## config.mk

```make
export PLATFORM = sky130hd
export DESIGN_NAME = spi_rb_bridge
export DESIGN_NICKNAME = d
export VERILOG_FILES = /design/src/rtl/spi_rb_pkg.sv /design/src/rtl/spi_sync_edge.sv /design/src/rtl/spi_rb_bridge.sv
export SDC_FILE = /design/constraint.sdc
export NUM_CORES = 1
export LEC_CHECK = 0
export BUFFER_PORTS_ARGS = -buffer_cell sky130_fd_sc_hd__buf_2
export CORE_MARGIN = 2
export CORE_UTILIZATION = 40
export DETAILED_ROUTE_END_ITERATION = 10
export GPL_ROUTABILITY_DRIVEN = 0
export GPL_TIMING_DRIVEN = 1
export PLACE_DENSITY = 0.7
export SLEW_MARGIN = 20
export SYNTH_ARGS = -nofsm -noshare
export SYNTH_HDL_FRONTEND = slang
export SYNTH_SLANG_ARGS = --single-unit
```

## constraint.sdc

```tcl
create_clock -name clk -period 2.4 [get_ports clk]
set_input_delay 0.48 -clock clk [delete_from_list [all_inputs] [get_ports clk]]
set_output_delay 0.48 -clock clk [all_outputs]
set_load 0.01 [all_outputs]
```

## src/rtl/spi_rb_pkg.sv

```systemverilog
// spi_rb_pkg: shared FSM state type and constants for the SPI to register-bank bridge.
package spi_rb_pkg;
    typedef enum logic [2:0] {IDLE, CMD, ADDR, FETCH, DATA, SKIP} state_e;
    localparam int SPI_RB_CMD_WR_BIT = 7;
    localparam int SPI_RB_SYNC_STAGES = 2;
endpackage

```

## src/rtl/spi_sync_edge.sv

```systemverilog
// spi_sync_edge: 2-FF synchroniser with registered rise/fall pulses (pulse appears 3 clk after the raw edge).
module spi_sync_edge
    import spi_rb_pkg::*;
#(
    parameter bit RST_VAL = 1'b0
) (
    input  logic clk,
    input  logic resetb,
    input  logic d_i,
    output logic rise_o,
    output logic fall_o
);
    logic [SPI_RB_SYNC_STAGES-1:0] sync_q;
    logic dly_q, rise_q, fall_q;
    always_ff @(posedge clk or negedge resetb) begin
        if (!resetb) begin
            sync_q <= {SPI_RB_SYNC_STAGES{RST_VAL}};
            dly_q  <= RST_VAL;
            rise_q <= 1'b0;
            fall_q <= 1'b0;
        end else begin
            sync_q <= {sync_q[SPI_RB_SYNC_STAGES-2:0], d_i};
            dly_q  <= sync_q[SPI_RB_SYNC_STAGES-1];
            rise_q <= sync_q[SPI_RB_SYNC_STAGES-1] & ~dly_q;
            fall_q <= ~sync_q[SPI_RB_SYNC_STAGES-1] & dly_q;
        end
    end
    assign rise_o = rise_q;
    assign fall_o = fall_q;
endmodule

```

## src/rtl/spi_rb_bridge.sv

```systemverilog
// spi_rb_bridge: SPI mode-0 slave turning command/address/data frames into register-bank accesses.
// Define SPI_RB_AUTOINC_EN for burst frames with address auto-increment; otherwise extra bytes are skipped.
module spi_rb_bridge
    import spi_rb_pkg::*;
#(
    parameter int ADR_BITS = 8
) (
    input  logic                clk,
    input  logic                resetb,
    input  logic                spi_sclk,
    input  logic                spi_csn,
    input  logic                spi_mosi,
    output logic                spi_miso,
    output logic [ADR_BITS-1:0] address,
    output logic [7:0]          data_write_in,
    input  logic [7:0]          data_read_out,
    output logic                reg_en,
    output logic                write_en,
    output logic                frame_abort
);
`ifdef SPI_RB_AUTOINC_EN
    localparam bit AUTOINC = 1'b1;
`else
    localparam bit AUTOINC = 1'b0;
`endif
    logic sclk_rise, sclk_fall, csn_rise, csn_fall, mosi_s;
    logic [SPI_RB_SYNC_STAGES-1:0] mosi_sync_q;
    state_e state_q, state_d;
    logic [2:0] bit_cnt_q, bit_cnt_d;
    logic [6:0] sh_q, sh_d;
    logic [7:0] miso_sr_q, miso_sr_d, wdata_q, wdata_d, byte_in;
    logic rw_q, rw_d, fetch_wait_q, fetch_wait_d, miso_q, miso_d;
    logic reg_en_q, reg_en_d, write_en_q, write_en_d, abort_q, abort_d;
    logic [ADR_BITS-1:0] addr_q, addr_d, address_q, address_d, addr_inc;

    spi_sync_edge #(.RST_VAL(1'b0)) u_sclk (.clk(clk), .resetb(resetb), .d_i(spi_sclk), .rise_o(sclk_rise), .fall_o(sclk_fall));
    spi_sync_edge #(.RST_VAL(1'b1)) u_csn (.clk(clk), .resetb(resetb), .d_i(spi_csn), .rise_o(csn_rise), .fall_o(csn_fall));

    assign mosi_s   = mosi_sync_q[SPI_RB_SYNC_STAGES-1];
    assign byte_in  = {sh_q, mosi_s};
    assign addr_inc = ADR_BITS'(addr_q + 1'b1);

    always_comb begin
        state_d      = state_q;
        bit_cnt_d    = bit_cnt_q;
        sh_d         = sh_q;
        rw_d         = rw_q;
        addr_d       = addr_q;
        miso_sr_d    = miso_sr_q;
        miso_d       = miso_q;
        fetch_wait_d = 1'b0;
        address_d    = address_q;
        wdata_d      = wdata_q;
        reg_en_d     = 1'b0;
        write_en_d   = 1'b0;
        abort_d      = 1'b0;
        if (sclk_fall && state_q != IDLE) begin
            miso_d    = miso_sr_q[7];
            miso_sr_d = {miso_sr_q[6:0], 1'b0};
        end
        // Bytes dropped in SKIP are not partial frames, so they never flag an abort.
        if (csn_rise) begin
            state_d   = IDLE;
            bit_cnt_d = '0;
            abort_d   = (bit_cnt_q != 3'd0) && (state_q != SKIP);
            miso_sr_d = '0;
            miso_d    = 1'b0;
        end else begin
            case (state_q)
                IDLE: if (csn_fall) begin
                    state_d   = CMD;
                    bit_cnt_d = '0;
                    miso_sr_d = '0;
                    miso_d    = 1'b0;
                end
                FETCH: begin
                    fetch_wait_d = ~fetch_wait_q;
                    if (fetch_wait_q) begin
                        miso_sr_d = data_read_out;
                        state_d   = DATA;
                    end
                end
                default: if (sclk_rise) begin
                    bit_cnt_d = bit_cnt_q + 3'd1;
                    sh_d      = byte_in[6:0];
                    if (bit_cnt_q == 3'd7) begin
                        case (state_q)
                            CMD: begin
                                rw_d    = byte_in[SPI_RB_CMD_WR_BIT];
                                state_d = ADDR;
                            end
                            ADDR: begin
                                addr_d    = byte_in[ADR_BITS-1:0];
                                address_d = byte_in[ADR_BITS-1:0];
                                reg_en_d  = ~rw_q;
                                state_d   = rw_q ? DATA : FETCH;
                            end
                            DATA: begin
                                if (rw_q) begin
                                    address_d  = addr_q;
                                    wdata_d    = byte_in;
                                    write_en_d = 1'b1;
                                    reg_en_d   = 1'b1;
                                    addr_d     = addr_inc;
                                    state_d    = AUTOINC ? DATA : SKIP;
                                end else if (AUTOINC) begin
                                    address_d = addr_inc;
                                    reg_en_d  = 1'b1;
                                    addr_d    = addr_inc;
                                    state_d   = FETCH;
                                end else begin
                                    state_d = SKIP;
                                end
                            end
                            default: ;
                        endcase
                    end
                end
            endcase
        end
    end

    always_ff @(posedge clk or negedge resetb) begin
        if (!resetb) begin
            mosi_sync_q  <= '0;
            state_q      <= IDLE;
            bit_cnt_q    <= '0;
            sh_q         <= '0;
            rw_q         <= 1'b0;
            addr_q       <= '0;
            miso_sr_q    <= '0;
            miso_q       <= 1'b0;
            fetch_wait_q <= 1'b0;
            address_q    <= '0;
            wdata_q      <= '0;
            reg_en_q     <= 1'b0;
            write_en_q   <= 1'b0;
            abort_q      <= 1'b0;
        end else begin
            mosi_sync_q  <= {mosi_sync_q[SPI_RB_SYNC_STAGES-2:0], spi_mosi};
            state_q      <= state_d;
            bit_cnt_q    <= bit_cnt_d;
            sh_q         <= sh_d;
            rw_q         <= rw_d;
            addr_q       <= addr_d;
            miso_sr_q    <= miso_sr_d;
            miso_q       <= miso_d;
            fetch_wait_q <= fetch_wait_d;
            address_q    <= address_d;
            wdata_q      <= wdata_d;
            reg_en_q     <= reg_en_d;
            write_en_q   <= write_en_d;
            abort_q      <= abort_d;
        end
    end

    assign spi_miso      = miso_q & ~spi_csn;
    assign address       = address_q;
    assign data_write_in = wdata_q;
    assign reg_en        = reg_en_q;
    assign write_en      = write_en_q;
    assign frame_abort   = abort_q;
endmodule

```

==> results.json <==
{
  "syn_area_per_cell_um2": 11.1,
  "areaGrowthSynthToFinish_pct": 14.7,
  "synth_cells": 265,
  "cts_sinks": 63,
  "cp-startpoint": "bit_cnt_q[0]",
  "regToRegStartpoint": "bit_cnt_q[0]",
  "grt_max_degree": 26,
  "r2r_slack_ps": 330,
  "dieArea_um2": 8080,
  "htree_num_levels": 3,
  "cp_slowest_stage_delay_ps": 500,
  "cp_cell_sequence": "ha_1, ha_1, nand3b_1, a211o_1, a21oi_1, a2bb2oi_1",
  "r2r_cells": 6,
  "wirelength_um": 5310,
  "postCtsHoldBufs": 0,
  "dr.pass1.iters": 4,
  "period_minus_slack_ps": 2070,
  "seq_area_frac_synth_pct": 53.6,
  "synth_edf_count": 0,
  "drtIter0Drc": 144,
  "grt_util_all_layers_pct": 14.3,
  "synth-compound-area-share_pct": 13.5,
  "drv_cap": 0,
  "crit_path_start_kind": "flop",
  "path_class": "flop to flop",
  "antenna_found_initial": 0,
  "final_antenna_net_count": 0,
  "core.rowCount": 31,
  "slew-limit-headroom_pct": 60.0,
  "regToRegEndpoint": "addr_q[6]",
  "crit_top_cell": "ha_1",
  "pin_count": 33,
  "cp.arrival_ps": 2310,
  "rsz0062_at_grt": "no",
  "status": "completed",
  "tightest_slew_ps": 598,
  "endpoint_kind": "flop",
  "finalSetupViolCount": 0,
  "fin_skew_ps": 11.4,
  "ys_warn_count": 0,
  "synthAdderAreaFrac_pct": 1.70,
  "cts_root_buf": "clkbuf_8",
  "syn_area_um2": 2950,
  "die_x_um": 89.9,
  "core_area_um2": 7210,
  "ir_worst_vdd_mv": 0.330,
  "crit_required_ps": 2640,
  "min_period_over_period_pct": 86.2,
  "cts_buffers": 9,
  "cp_slowest_cell": "a211o_1",
  "cts_resized": 0,
  "grt_overflow": 0,
  "synth-simple-area-share_pct": 17.5,
  "ys.flop_type": "dfrtp_1",
  "port_buffers": 32,
  "vias_per_cell": 5.12,
  "cts_tree": "built",
  "diodes": 0,
  "cp_max_fo": 14,
  "post-cts-setup-buffers": 0,
  "hp-class": "primary input to async pin",
  "whs_ps": 111,
  "clk_pin_slew_ps": 60,
  "wl_per_cell_um": 13.1,
  "endpoint": "addr_q[6]",
  "insertion_delay_ps": 340,
  "ys_async_sr_fraction_pct": 100,
  "synth_top_family_by_area": "simple AND/OR/NAND/NOR gates",
  "synth-xor-area-share_pct": 0.297,
  "die_h_um": 89.9,
  "p_per_area_nw_per_um2": 681,
  "fmax_mhz": 483,
  "synth_cell_types": 52,
  "hold_violations": 0,
  "synth_mux_area_share_pct": 9.16,
  "ys_ff_latch": 63,
  "final_nets": 318,
  "grt_pass1_wl_um": 9320,
  "syn-num-nets": 282,
  "clockBufferDepth": 2,
  "layout-drive-gt1-share_pct": 26.8,
  "via_count": 2075,
  "drv_slew": 0,
  "drc": 0,
  "dp_hpwl_um": 3720,
  "tns_ps": 0,
  "grt_pass1_vias": 1974,
  "total_power_mw": 2.30,
  "leakagePower_nw": 1.64,
  "start_util_pct": 40.9
}
[per-layer routing]
metal  up-vias  global-route usage (%)  part of all wire, %
li1       1017                       -                    -
met4         0                    8.33                  2.3
met5         -                       0                    0
met2        50                    20.3                   44
met3        11                    4.11                  5.7
met1       997                    19.7                   48
[cells in the final DEF (no fill, tap or decap), drive strengths merged, types with 2 or more instances in the layout]
| cell type | Yosys | final |
|---|---|---|
| nand2 | 32 | 32 |
| o22ai | 2 | 2 |
| nand3 | 5 | 5 |
| ha | 4 | 4 |
| nor3 | 6 | 6 |
| mux2i | 9 | 9 |
| dfrtp | 60 | 60 |
| inv | 6 | 6 |
| a211oi | 2 | 2 |
| buf | 11 | 39 |
| a31oi | 9 | 9 |
| a2bb2oi | 3 | 3 |
| a21oi | 14 | 14 |
| nand3b | 7 | 7 |
| nor2b | 7 | 7 |
| a211o | 2 | 2 |
| and2 | 3 | 3 |
| and3 | 3 | 3 |
| nand4 | 3 | 3 |
| clkbuf | 3 | 13 |
| dfstp | 3 | 3 |
| o21a | 2 | 2 |
| nand2b | 3 | 3 |
| o21ai | 19 | 19 |
| nor2 | 15 | 15 |
| mux2 | 16 | 16 |
[final cells by class]
type	count	area, um2
clock buffer	13	159
fill	700	3830
tap	99	124
inverter	6	22.5
sequential	63	1580
timing repair buffer	39	213
multi-input combinational	182	1240
clock inverter	3	42.5
[logic make-up (layout without fill, tap and decap cells)]
group,Yosys count,after routing
AOI/OAI and AO/OA,60,60
xor gates and xnor gates,1,1
adders and majority gates,4,4
buffers and inverters,20,61
DFF,63,63
muxes,25,25
and+or+nand+nor,92,92
[critical path: cells and delay by family, from the launching register on]
family / cells / cell delay, ps
AO/OA/AOI/OAI: 3 / 880
adder cells (fa/ha/maj): 2 / 420
flip-flops: 1 / 470
AND/OR/NAND/NOR: 1 / 210
[per-stage QoR]
stage	area (um2)	setup WS, ps	std cells	utilization (%)
floorplan	2950	605	265	-
global placement	3180	455	389	44.1
detailed placement	3180	356	389	44.1
CTS	3380	331	405	46.9
global route	3380	116	405	46.9
finish	3380	330	405	46.9
[worst min path at each step]
stage / startpoint / end / slack [ps] / depth (start not counted)
5_1_grt: resetb / miso_q / 140 / 1
6_report: resetb / miso_q / 110 / 1
3_3_place_gp: mosi_sync_q[0] / mosi_sync_q[1] / 330 / 0
4_1_cts: resetb / miso_q / 110 / 1
3_5_place_dp: u_sclk.sync_q[0] / u_sclk.sync_q[1] / 340 / 0
2_1_floorplan: resetb / addr_q[0] / 180 / 0
[power breakdown]
group          internal [mW]  switching, mW  leakage, nW
logic                 0.0929         0.0956        0.701
clock network          0.535          0.384       0.0996
registers               1.12         0.0749        0.844
total                   1.75          0.554         1.64
[flip-flops by register name, summed over array words and instances, names as in the netlist, 2 cells and up]
name           flops
addr_q             8
address            8
data_write_in      8
miso_sr_q          8
sh_q               7
bit_cnt_q          3
state_q            3
mosi_sync_q        2
u_csn.sync_q       2
u_sclk.sync_q      2
[synthesized netlist by cell type, drive strengths merged (4+ instances only)]
library cell | n | share of area (%)
buf | 11 | 3.1
nand2 | 32 | 4.1
mux2i | 9 | 3.1
nand3 | 5 | 1.3
mux2 | 16 | 6.1
dfrtp | 60 | 51
nor2b | 7 | 1.5
a31oi | 9 | 1.9
nand3b | 7 | 2.2
inv | 6 | 0.76
nor2 | 15 | 1.9
o21ai | 19 | 3.5
nor3 | 6 | 1.2
a21oi | 14 | 2.4
ha | 4 | 1.7
Power figures use the tool's default switching activity.
